### src/rtl/div_pkg.sv
// Shared constants and types for the iterative restoring divider.
package div_pkg;

   localparam int DIV_SIZE  = 16;
   localparam int DIV_CNT_W = $clog2(DIV_SIZE + 1);

   typedef enum logic [1:0] {
      IDLE = 2'd0,
      CALC = 2'd1,
      DONE = 2'd2
   } div_state_e;

   // Step-counter width for an arbitrary operand width.
   function automatic int div_cnt_width(input int size);
      return $clog2(size + 1);
   endfunction

endpackage

### src/rtl/divider_if.sv
// Request/response bundle between a divider client and the divider.
interface divider_if
   import div_pkg::*;
#(
   parameter int SIZE = DIV_SIZE
) ();

   logic            start;
   logic [SIZE-1:0] a;
   logic [SIZE-1:0] b;
   logic [SIZE-1:0] q;
   logic [SIZE-1:0] r;
   logic            busy;
   logic            done;
   logic            div_zero;

   modport master (
      output start, a, b,
      input  q, r, busy, done, div_zero
   );

   modport slave (
      input  start, a, b,
      output q, r, busy, done, div_zero
   );

endinterface

### src/rtl/div_step.sv
// One restoring-division step: shift in a dividend bit, trial-subtract the divisor.
module div_step
   import div_pkg::*;
#(
   parameter int SIZE = DIV_SIZE
) (
   input  logic [SIZE:0]   rem_in,
   input  logic            dbit,
   input  logic [SIZE-1:0] divisor,
   output logic [SIZE:0]   rem_out,
   output logic            qbit
);

   logic [SIZE:0] shifted_s;
   logic [SIZE:0] divisor_s;

   // Shift, compare and conditionally subtract.
   always_comb begin
      shifted_s = (rem_in << 1) | {{SIZE{1'b0}}, dbit};
      divisor_s = {1'b0, divisor};
      if (shifted_s >= divisor_s) begin
         rem_out = shifted_s - divisor_s;
         qbit    = 1'b1;
      end else begin
         rem_out = shifted_s;
         qbit    = 1'b0;
      end
   end

endmodule

### src/rtl/divider.sv
// Sequential unsigned divider: one restoring step per clock, SIZE steps per operation.
module divider
   import div_pkg::*;
#(
   parameter int SIZE = DIV_SIZE
) (
   input  logic      clk,
   input  logic      rst,
   divider_if.slave  bus
);

   localparam int             CNT_W    = div_cnt_width(SIZE);
   localparam logic [CNT_W-1:0] LAST_STEP = CNT_W'(SIZE - 1);

   div_state_e       state_r;
   div_state_e       state_s;
   logic [SIZE-1:0]  a_r;
   logic [SIZE-1:0]  b_r;
   logic [SIZE:0]    rem_r;
   logic [SIZE-1:0]  quo_r;
   logic [CNT_W-1:0] cnt_r;
   logic [SIZE-1:0]  q_r;
   logic [SIZE-1:0]  r_r;
   logic             busy_r;
   logic             done_r;
   logic             div_zero_r;
   logic             accept_s;
   logic             last_s;
   logic [SIZE:0]    step_rem_s;
   logic             step_qbit_s;

   div_step #(.SIZE(SIZE)) u_step (
      .rem_in  (rem_r),
      .dbit    (a_r[SIZE-1]),
      .divisor (b_r),
      .rem_out (step_rem_s),
      .qbit    (step_qbit_s)
   );

   // State register.
   always_ff @(posedge clk) begin
      if (rst) begin
         state_r <= IDLE;
      end else begin
         state_r <= state_s;
      end
   end

   // Next-state decode; a zero divisor skips CALC entirely.
   always_comb begin
      state_s  = state_r;
      accept_s = 1'b0;
      last_s   = 1'b0;
      case (state_r)
         IDLE: begin
            if (bus.start) begin
               accept_s = 1'b1;
               if (bus.b == '0) begin
                  state_s = DONE;
               end else begin
                  state_s = CALC;
               end
            end else begin
               state_s = IDLE;
            end
         end
         CALC: begin
            if (cnt_r == LAST_STEP) begin
               last_s  = 1'b1;
               state_s = DONE;
            end else begin
               state_s = CALC;
            end
         end
         DONE:    state_s = IDLE;
         default: state_s = IDLE;
      endcase
   end

   // Datapath: operand capture, iteration and result/flag registers.
   always_ff @(posedge clk) begin
      if (rst) begin
         a_r        <= '0;
         b_r        <= '0;
         rem_r      <= '0;
         quo_r      <= '0;
         cnt_r      <= '0;
         q_r        <= '0;
         r_r        <= '0;
         busy_r     <= 1'b0;
         done_r     <= 1'b0;
         div_zero_r <= 1'b0;
      end else begin
         busy_r <= (state_s == CALC);
         done_r <= (state_s == DONE);
         if (accept_s) begin
            a_r        <= bus.a;
            b_r        <= bus.b;
            rem_r      <= '0;
            quo_r      <= '0;
            cnt_r      <= '0;
            div_zero_r <= 1'b0;
            if (bus.b == '0) begin
               q_r        <= {SIZE{1'b1}};
               r_r        <= bus.a;
               div_zero_r <= 1'b1;
            end
         end else if (state_r == CALC) begin
            a_r   <= a_r << 1;
            rem_r <= step_rem_s;
            quo_r <= (quo_r << 1) | {{(SIZE-1){1'b0}}, step_qbit_s};
            cnt_r <= cnt_r + CNT_W'(1);
            if (last_s) begin
               // The final remainder is below the divisor, so its top bit is always clear.
               q_r <= (quo_r << 1) | {{(SIZE-1){1'b0}}, step_qbit_s};
               r_r <= step_rem_s[SIZE-1:0];
            end
         end
      end
   end

   assign bus.q        = q_r;
   assign bus.r        = r_r;
   assign bus.busy     = busy_r;
   assign bus.done     = done_r;
   assign bus.div_zero = div_zero_r;

endmodule
### src/flat_wrapper.sv
// flat-port wrapper written by rule: the top's interface ports become plain ports
module divider_flat import div_pkg::*;
#(
   parameter int SIZE = DIV_SIZE
)
  (clk, rst, bus_start, bus_a, bus_b, bus_q, bus_r, bus_busy, bus_done, bus_div_zero);
  divider_if #(.SIZE(SIZE)) bus_i ();
  input  logic clk;
  input  logic rst;
  input wire logic [$bits(bus_i.start)-1:0] bus_start;
  input wire logic [$bits(bus_i.a)-1:0] bus_a;
  input wire logic [$bits(bus_i.b)-1:0] bus_b;
  output wire logic [$bits(bus_i.q)-1:0] bus_q;
  output wire logic [$bits(bus_i.r)-1:0] bus_r;
  output wire logic [$bits(bus_i.busy)-1:0] bus_busy;
  output wire logic [$bits(bus_i.done)-1:0] bus_done;
  output wire logic [$bits(bus_i.div_zero)-1:0] bus_div_zero;
  assign bus_i.start = bus_start;
  assign bus_i.a = bus_a;
  assign bus_i.b = bus_b;
  assign bus_q = bus_i.q;
  assign bus_r = bus_i.r;
  assign bus_busy = bus_i.busy;
  assign bus_done = bus_i.done;
  assign bus_div_zero = bus_i.div_zero;
  divider #(.SIZE(SIZE)) u_core (.clk(clk), .rst(rst), .bus(bus_i));
endmodule
### config.mk
export PLATFORM = sky130hd
export DESIGN_NAME = divider_flat
export DESIGN_NICKNAME = d
export VERILOG_FILES = /design/src/rtl/div_pkg.sv /design/src/rtl/divider_if.sv /design/src/rtl/div_step.sv /design/src/rtl/divider.sv /design/src/flat_wrapper.sv
export SDC_FILE = /design/constraint.sdc
export NUM_CORES = 1
export LEC_CHECK = 0
export BUFFER_PORTS_ARGS = -buffer_cell sky130_fd_sc_hd__buf_2
export CAP_MARGIN = 20
export CORE_MARGIN = 1.5
export CORE_UTILIZATION = 40
export CTS_CLUSTER_SIZE = 12
export DETAILED_ROUTE_END_ITERATION = 6
export PLACE_DENSITY = 0.56
export SLEW_MARGIN = 20
export SYNTH_ARGS = -nofsm -noshare
export SYNTH_HDL_FRONTEND = slang
export SYNTH_HIERARCHICAL = 1
export SYNTH_SLANG_ARGS = --single-unit
### constraint.sdc
create_clock -name clk -period 7.8 [get_ports clk]
set_input_delay 1.95 -clock clk [delete_from_list [all_inputs] [get_ports clk]]
set_output_delay 1.95 -clock clk [all_outputs]
set_load 0.02 [all_outputs]
==> results of run 1 <==
==> power groups by stage <==
stage / combinational (W) / clock (W) / sequential, W
floorplan: 0.000305 / 0 / 0.000577
global placement: 0.000365 / 0 / 0.000580
detailed placement: 0.000369 / 0 / 0.000580
CTS: 0.000371 / 0.000462 / 0.000568
global route: 0.000406 / 0.000482 / 0.000570
finish: 0.000372 / 0.000446 / 0.000568
==> critical path, delay by kind of cell <==
family | cells | cell delay [ns]
buffers and inverters | 1 | 0.11
AND/OR/NAND/NOR | 3 | 1.74
AO/OA/AOI/OAI | 1 | 0.29
==> registers in the layout, summed over array words and instances, names as in the netlist <==
register and cells:
u_core/a_r 16, u_core/b_r 16, u_core/bus.q 16, u_core/bus.r 16
u_core/rem_r 16, u_core/quo_r 15, u_core/cnt_r 5, u_core/state_r 2
u_core/bus.busy 1, u_core/bus.div_zero 1, u_core/bus.done 1
==> per-layer routing <==
layer | vias up | global-route usage, % | wire (um)
met1 | 1994 | 25.5 | 5800
met2 | 85 | 31.1 | 5610
li1 | 2128 | - | -
met5 | - | 0 | 12
met4 | 2 | 9.58 | 238
met3 | 19 | 5.08 | 708
==> stage by stage <==
stage          utilization (%)  total power, W  instance area [um2]  instances
2_1_floorplan                -        0.000882                 4980        590
3_3_place_gp              44.5        0.000944                 5370        794
3_5_place_dp              44.5        0.000949                 5370        794
4_1_cts                   46.8         0.00140                 5650        807
5_1_grt                   46.9         0.00146                 5650        808
6_report                  46.9         0.00139                 5650        808
==> layout make-up <==
type                       count  area, um2
clock inverter                 4       55.1
sequential                   105       2100
clock buffer                   9        225
fill                        1218       6410
inverter                      25       93.8
tap                          168        210
timing repair buffer          73        375
multi-input combinational    423       2590
antenna                        1       2.50
==> worst max path at each step <==
stage / from / to / slack [ns]
CTS: bus_start / u_core/bus.r[15]$_SDFFE_PP0P_ / 4.01
global placement: bus_start / u_core/bus.r[15]$_SDFFE_PP0P_ / 3.71
detailed placement: bus_start / u_core/bus.r[15]$_SDFFE_PP0P_ / 3.65
floorplan: bus_b[3] / u_core/bus.r[10]$_SDFFE_PP0P_ / 4.59
global route: bus_b[0] / u_core/bus.r[11]$_SDFFE_PP0P_ / 3.79
finish: bus_b[0] / u_core/bus.r[3]$_SDFFE_PP0P_ / 4.00
==> placed cells by master (no fill, tap or decap), types with 7 or more instances in the layout <==
cell type / instances
nand2_1: 126
dfxtp_1: 105
a21oi_1: 75
buf_2: 69
nor2_1: 47
inv_1: 25
a211oi_1: 20
ha_1: 18
a22oi_1: 16
and2_1: 14
a221o_1: 14
clkbuf_16: 9
xnor2_1: 9
mux2_2: 8
xor2_1: 7
==> key figures, run 1 <==
Run status
  • Status: finished clean

Global route
  • First-pass GRT wire length: about 20 mm
  • Gr ovfl total: 0
  • Initial antenna violation count: 2
  • Vias in the first global route: between 4,000 and 5,000
  • All-Layer GR Usage: 19.9%
  • Largest net degree at the start of global routing: slightly above 60

Run
  • Max-Cap Viols: 0

Worst setup path
  • Flop-to-flop setup slack: about 4.6 ns
  • Worst setup path category: input pin to flop
  • R2R depth: 11
  • Crit path DAT: 4.10 ns
  • Crit-path max FO: 14
  • CP max stage cell: nor3_2
  • CP startpoint kind: input pin
  • R2R Path Start: u_core/b_r[4]$_SDFFE_PP0P_
  • Worst path max stage delay: ~0.86 ns
  • Worst EP required: 8.10 ns
  • Critical path endpoint category: flop
  • Worst-path cell chain: buf_2 > nor4_1 > nand4_1 > nor3_2 > a221o_1
  • Worst reg2reg endpoint: u_core/bus.r[3]$_SDFFE_PP0P_

Power
  • Clock share of power: between 30% and 40%
  • Reg power frac: 41.0%
  • Switching share of power: 30.2%
  • Combinational Power Share: approximately 27%
  • P_int: 0.000966 W
  • Max rail drop VDD: 0.114 mV
  • Leakage: 2.31 nW
  • Psw: 0.000419 W
  • PwrDens: between 200 and 250 nW/um2

Floorplanning
  • Die width: 115 um
  • Starting Density: between 40 and 50%
  • Die extent in y: 115 um
  • Row cnt: 40
  • Core Box Area: ~12,000 um2
  • Ports: 70
  • Die ar.: between 10,000 and 15,000 um2

Synthesis
  • Ys Warns: 6
  • Avg Inst Size Synth: about 8.4 um2
  • Post-Syn Nets: between 600 and 700
  • Mapped cell area: 4980 um2
  • Cells after synthesis: 590

Final layout
  • Area growth syn-to-layout: 13.6%
  • Fraction of layout cells with a size suffix above 1: 18.3%
  • Nets: between 600 and 700

CTS
  • Hold buffers post-CTS: 0
  • H-Tree Depth: 3
  • Clock root buffer: clkbuf_16
  • Clock Sinks: ~110
  • CTS Buf Count: 9
  • TritonCTS clock tree: done
  • Clk slew on worst S/H paths: ~0.070 ns
  • Post-CTS setup buffer count: 0
  • Worst-skew pair later-pin latency: about 0.35 ns
  • Clock Path Buffers: 2
  • Cts repair resizes: 0

Min path
  • WHS Path Cells: 2
  • Hold_sp: u_core/b_r[12]$_SDFFE_PP0P_
  • Worst hold-check path type: flop to flop
  • WHS Endpoint: u_core/b_r[12]$_SDFFE_PP0P_

STA
  • Slew HR: between 20 and 30%
  • Setup WS post-layout: approximately 4 ns
  • Worst Skew: ~0.013 ns
  • Final setup violation count: 0
  • Fin crit period: 3.80 ns
  • Crit share post-route: about half
  • Tightest Pin Transition: about 1.1 ns
  • Max Freq: ~0.26 GHz
  • Unrepaired setup endpoints after global routing: false
  • Fin Setup TNS: 0 ns
  • Final hold vios: 0
  • Pins Over Slew Limit: 0
  • Min Hold Slack: 0.454 ns

Placement
  • Final HPWL DP: approximately 8.7 mm
  • Place WS: 3.65 ns
  • Gpl congestion: 0.778
  • Port bufs: 69

Routing
  • Pre-Repair DR Iteration Count: 4
  • WL/cell: ~15 um
  • DR iter-0 viols: 214
  • Post-route ant nets: 0
  • Via/cell ratio: 5.23
  • Vias: around 4,200
  • Total Wirelength: 12.4 mm
  • # DRC: 0
No activity file was read; power rests on OpenSTA's default activity.
==> inputs of run 2 (changes only) <==
clock period = 3.7 ns   (was 7.8 ns; I/O delays follow)
==> run 2 against run 1 <==
Against the previous run:
- non-clock buffer count is 5 higher
- sequential share of layout area fell by 0.30 points
- worst hold slack improved by 0.0028 ns
- clock skew fell by 0.00081 ns
- highest routed layer is now met4
- power grew 110%
- critical path type is now flop to flop
- largest cell class unchanged
- largest power group unchanged
- critical endpoint unchanged
- global-route usage up 0.34 points
==> key figures, run 2 (synthesis results as in run 1) <==
Run status
  • Status: finished clean

Final layout
  • ANT cells: 0 (-1)
  • Most frequent cells in the layout: 126 x nand2_1, 105 x dfxtp_1, 75 x a21oi_1
  • Finished Layout Cells: 815 (+0.87%)
  • Fillers: 1,186 (-2.6%)
  • Area growth syn-to-layout: 14.5%
  • Nets: 696 (+0.72%)
  • Most common cell after layout, fill and taps aside: nand2_1
  • Fraction of layout cells with a size suffix above 1: 19.2% (+0.86 points)

Floorplanning
  • Starting Density: 41.3% (unchanged)
  • Core Box Area: 12,100 um2 (unchanged)
  • Die width: 115 um (unchanged)
  • Row cnt: 40 (unchanged)
  • Die extent in y: 115 um (unchanged)
  • Ports: 70 (unchanged)
  • Die ar.: 13,100 um2 (unchanged)

Worst setup path
  • Worst-path cell chain: inv_1 > ha_1 > a21o_1 > a31oi_1 > o21ai_2 > a21oi_4 > o211ai_2 > a21oi_4 > mux2_2 > and2_1 > a221o_1
  • Worst path max stage delay: 0.58 ns (-0.28 ns)
  • Worst reg2reg endpoint: u_core/bus.r[3]$_SDFFE_PP0P_
  • Crit path DAT: 3.31 ns (-0.79 ns)
  • CP max stage cell: a21oi_4
  • Critical path endpoint category: flop
  • Worst setup path category: flop to flop
  • CP startpoint kind: flop
  • R2R Path Start: u_core/b_r[4]$_SDFFE_PP0P_
  • Flop-to-flop setup slack: 0.64 ns (-3.97 ns)
  • Worst EP required: 3.95 ns (-4.15 ns)
  • R2R depth: 11 (unchanged)
  • Most Frequent Cell on Critical Path: a21oi_4
  • Crit-path max FO: 17 (+3)

Routing
  • WL/cell: 15.4 um (+0.38%)
  • Post-route ant nets: 0 (unchanged)
  • # DRC: 0 (unchanged)
  • Via/cell ratio: 5.20 (-0.55%)
  • DR iter-0 viols: 238 (+11%)
  • Vias: 4,241 (+0.31%)
  • Total Wirelength: 12.5 mm (+1.2%)
  • Pre-Repair DR Iteration Count: 4 (unchanged)

STA
  • Unrepaired setup endpoints after global routing: false
  • Worst Skew: 0.0120 ns (-0.000812 ns)
  • Tightest Pin Transition: 0.793 ns (-0.266 ns)
  • Fin Setup TNS: 0 ns (unchanged)
  • Fin crit period: around 3.1 ns
  • Final hold vios: 0 (unchanged)
  • Max Freq: ~0.33 GHz
  • Slew HR: 47.1% (+18 points)
  • Final setup violation count: 0 (unchanged)
  • Pins Over Slew Limit: 0 (unchanged)
  • Crit share post-route: between 80% and 90%

Power
  • Max rail drop VDD: 0.238 mV (+110%)
  • PwrDens: 512 nW/um2 (+110%)
  • Leakage: 2.35 nW (+1.4%)

CTS
  • Clock root buffer: clkbuf_16
  • Clk slew on worst S/H paths: 0.08 ns (about the same)
  • Worst-skew pair later-pin latency: 0.36 ns (about the same)
  • CTS Buf Count: 9 (unchanged)
  • Hold buffers post-CTS: 0 (unchanged)
  • Post-CTS setup buffer count: 0 (unchanged)
  • H-Tree Depth: 3 (unchanged)
  • Clock Path Buffers: 2 (unchanged)
  • Clock Sinks: 105 (unchanged)
  • TritonCTS clock tree: done
  • Cts repair resizes: 0 (unchanged)

Min path
  • WHS Endpoint: u_core/b_r[9]$_SDFFE_PP0P_
  • WHS Path Cells: 2 (unchanged)
  • Hold_sp: u_core/b_r[9]$_SDFFE_PP0P_
  • Worst hold-check path type: flop to flop

Placement
  • Gpl congestion: 0.835 (+7.3%)
  • Cells after DPL: 799 (+0.63%)
  • Port bufs: 69 (unchanged)
  • Final HPWL DP: 9.20 mm (+5.6%)

Global route
  • All-Layer GR Usage: 20.2% (+0.34 points)
  • Vias in the first global route: 4,069 (-0.66%)
  • Initial antenna violation count: 0 (-2)
  • Gr ovfl total: 0 (unchanged)
  • First-pass GRT wire length: 20.5 mm (+0.37%)
  • Largest net degree at the start of global routing: 37 (-39%)

Run
  • Max-Cap Viols: 0 (unchanged)
-- run 2: cell count changes in the layout (fill, tap and decap cells not counted) --
cell	delta
buf_4	+5
clkinv_8	+2
inv_6	+2
bufinv_16	-1
clkinv_2	+1
clkinv_4	-1
diode_2	-1
nor3_1	+1
nor3_2	-1
-- run 2: power breakdown --
group | leakage (nW) | internal [W] | total [W] | switching [W]
combinational | 1.35 | 0.000352 | 0.000772 | 0.000420
clock | 0.142 | 0.000474 | 0.000949 | 0.000475
sequential | 0.852 | 0.00117 | 0.00120 | 0.0000284
-- run 2: stage by stage --
step | power, W | hold WS, ns | util [%] | worst slack (ns) | area (um2)
floorplan | 0.00186 | 0.435 | - | 1.02 | 4980
global placement | 0.00198 | 0.442 | 44.8 | 0.720 | 5400
detailed placement | 0.00199 | 0.447 | 44.8 | 0.658 | 5400
CTS | 0.00295 | 0.458 | 47.3 | 0.629 | 5700
global route | 0.00308 | 0.477 | 47.3 | 0.428 | 5700
finish | 0.00292 | 0.456 | 47.3 | 0.641 | 5700
-- run 2: final cells by class --
cell class	instances	area [um2]	area share, %
tap	168	210	3.69
inverter	25	93.8	1.65
multi-input combinational	423	2580	45.3
clock inverter	7	71.3	1.25
timing repair buffer	78	413	7.24
sequential	105	2100	36.9
clock buffer	9	225	3.95
-- run 2: worst max path at each step --
stage                                     from                             to  slack (ns)  cells past startpoint
finish              u_core/b_r[4]$_SDFFE_PP0P_   u_core/bus.r[3]$_SDFFE_PP0P_        0.64                     11
global route        u_core/b_r[4]$_SDFFE_PP0P_   u_core/bus.r[7]$_SDFFE_PP0P_        0.43                     11
CTS                 u_core/b_r[4]$_SDFFE_PP0P_   u_core/bus.r[3]$_SDFFE_PP0P_        0.63                     11
detailed placement  u_core/b_r[4]$_SDFFE_PP0P_   u_core/bus.r[3]$_SDFFE_PP0P_        0.66                     11
global placement    u_core/b_r[4]$_SDFFE_PP0P_   u_core/bus.r[7]$_SDFFE_PP0P_        0.72                     11
floorplan           u_core/b_r[4]$_SDFFE_PP0P_  u_core/bus.r[10]$_SDFFE_PP0P_        1.02                     12
-- run 2: worst max-delay path, delay by kind of cell (launching register included) --
| kind | cells | cell delay, ns |
|---|---|---|
| buf+inv | 1 | 0.05 |
| fa+ha+maj | 1 | 0.34 |
| simple gates | 1 | 0.14 |
| mux | 1 | 0.41 |
| compound gates | 7 | 1.66 |
| flops | 1 | 0.34 |
-- run 2: layer usage --
metal	GRT usage, %	wire length [um]	share of wire, %
met4	6.33	227	1.8
met1	25.3	5840	47
met3	6.09	567	4.5
met2	33.4	5890	47
met5	0	0	0
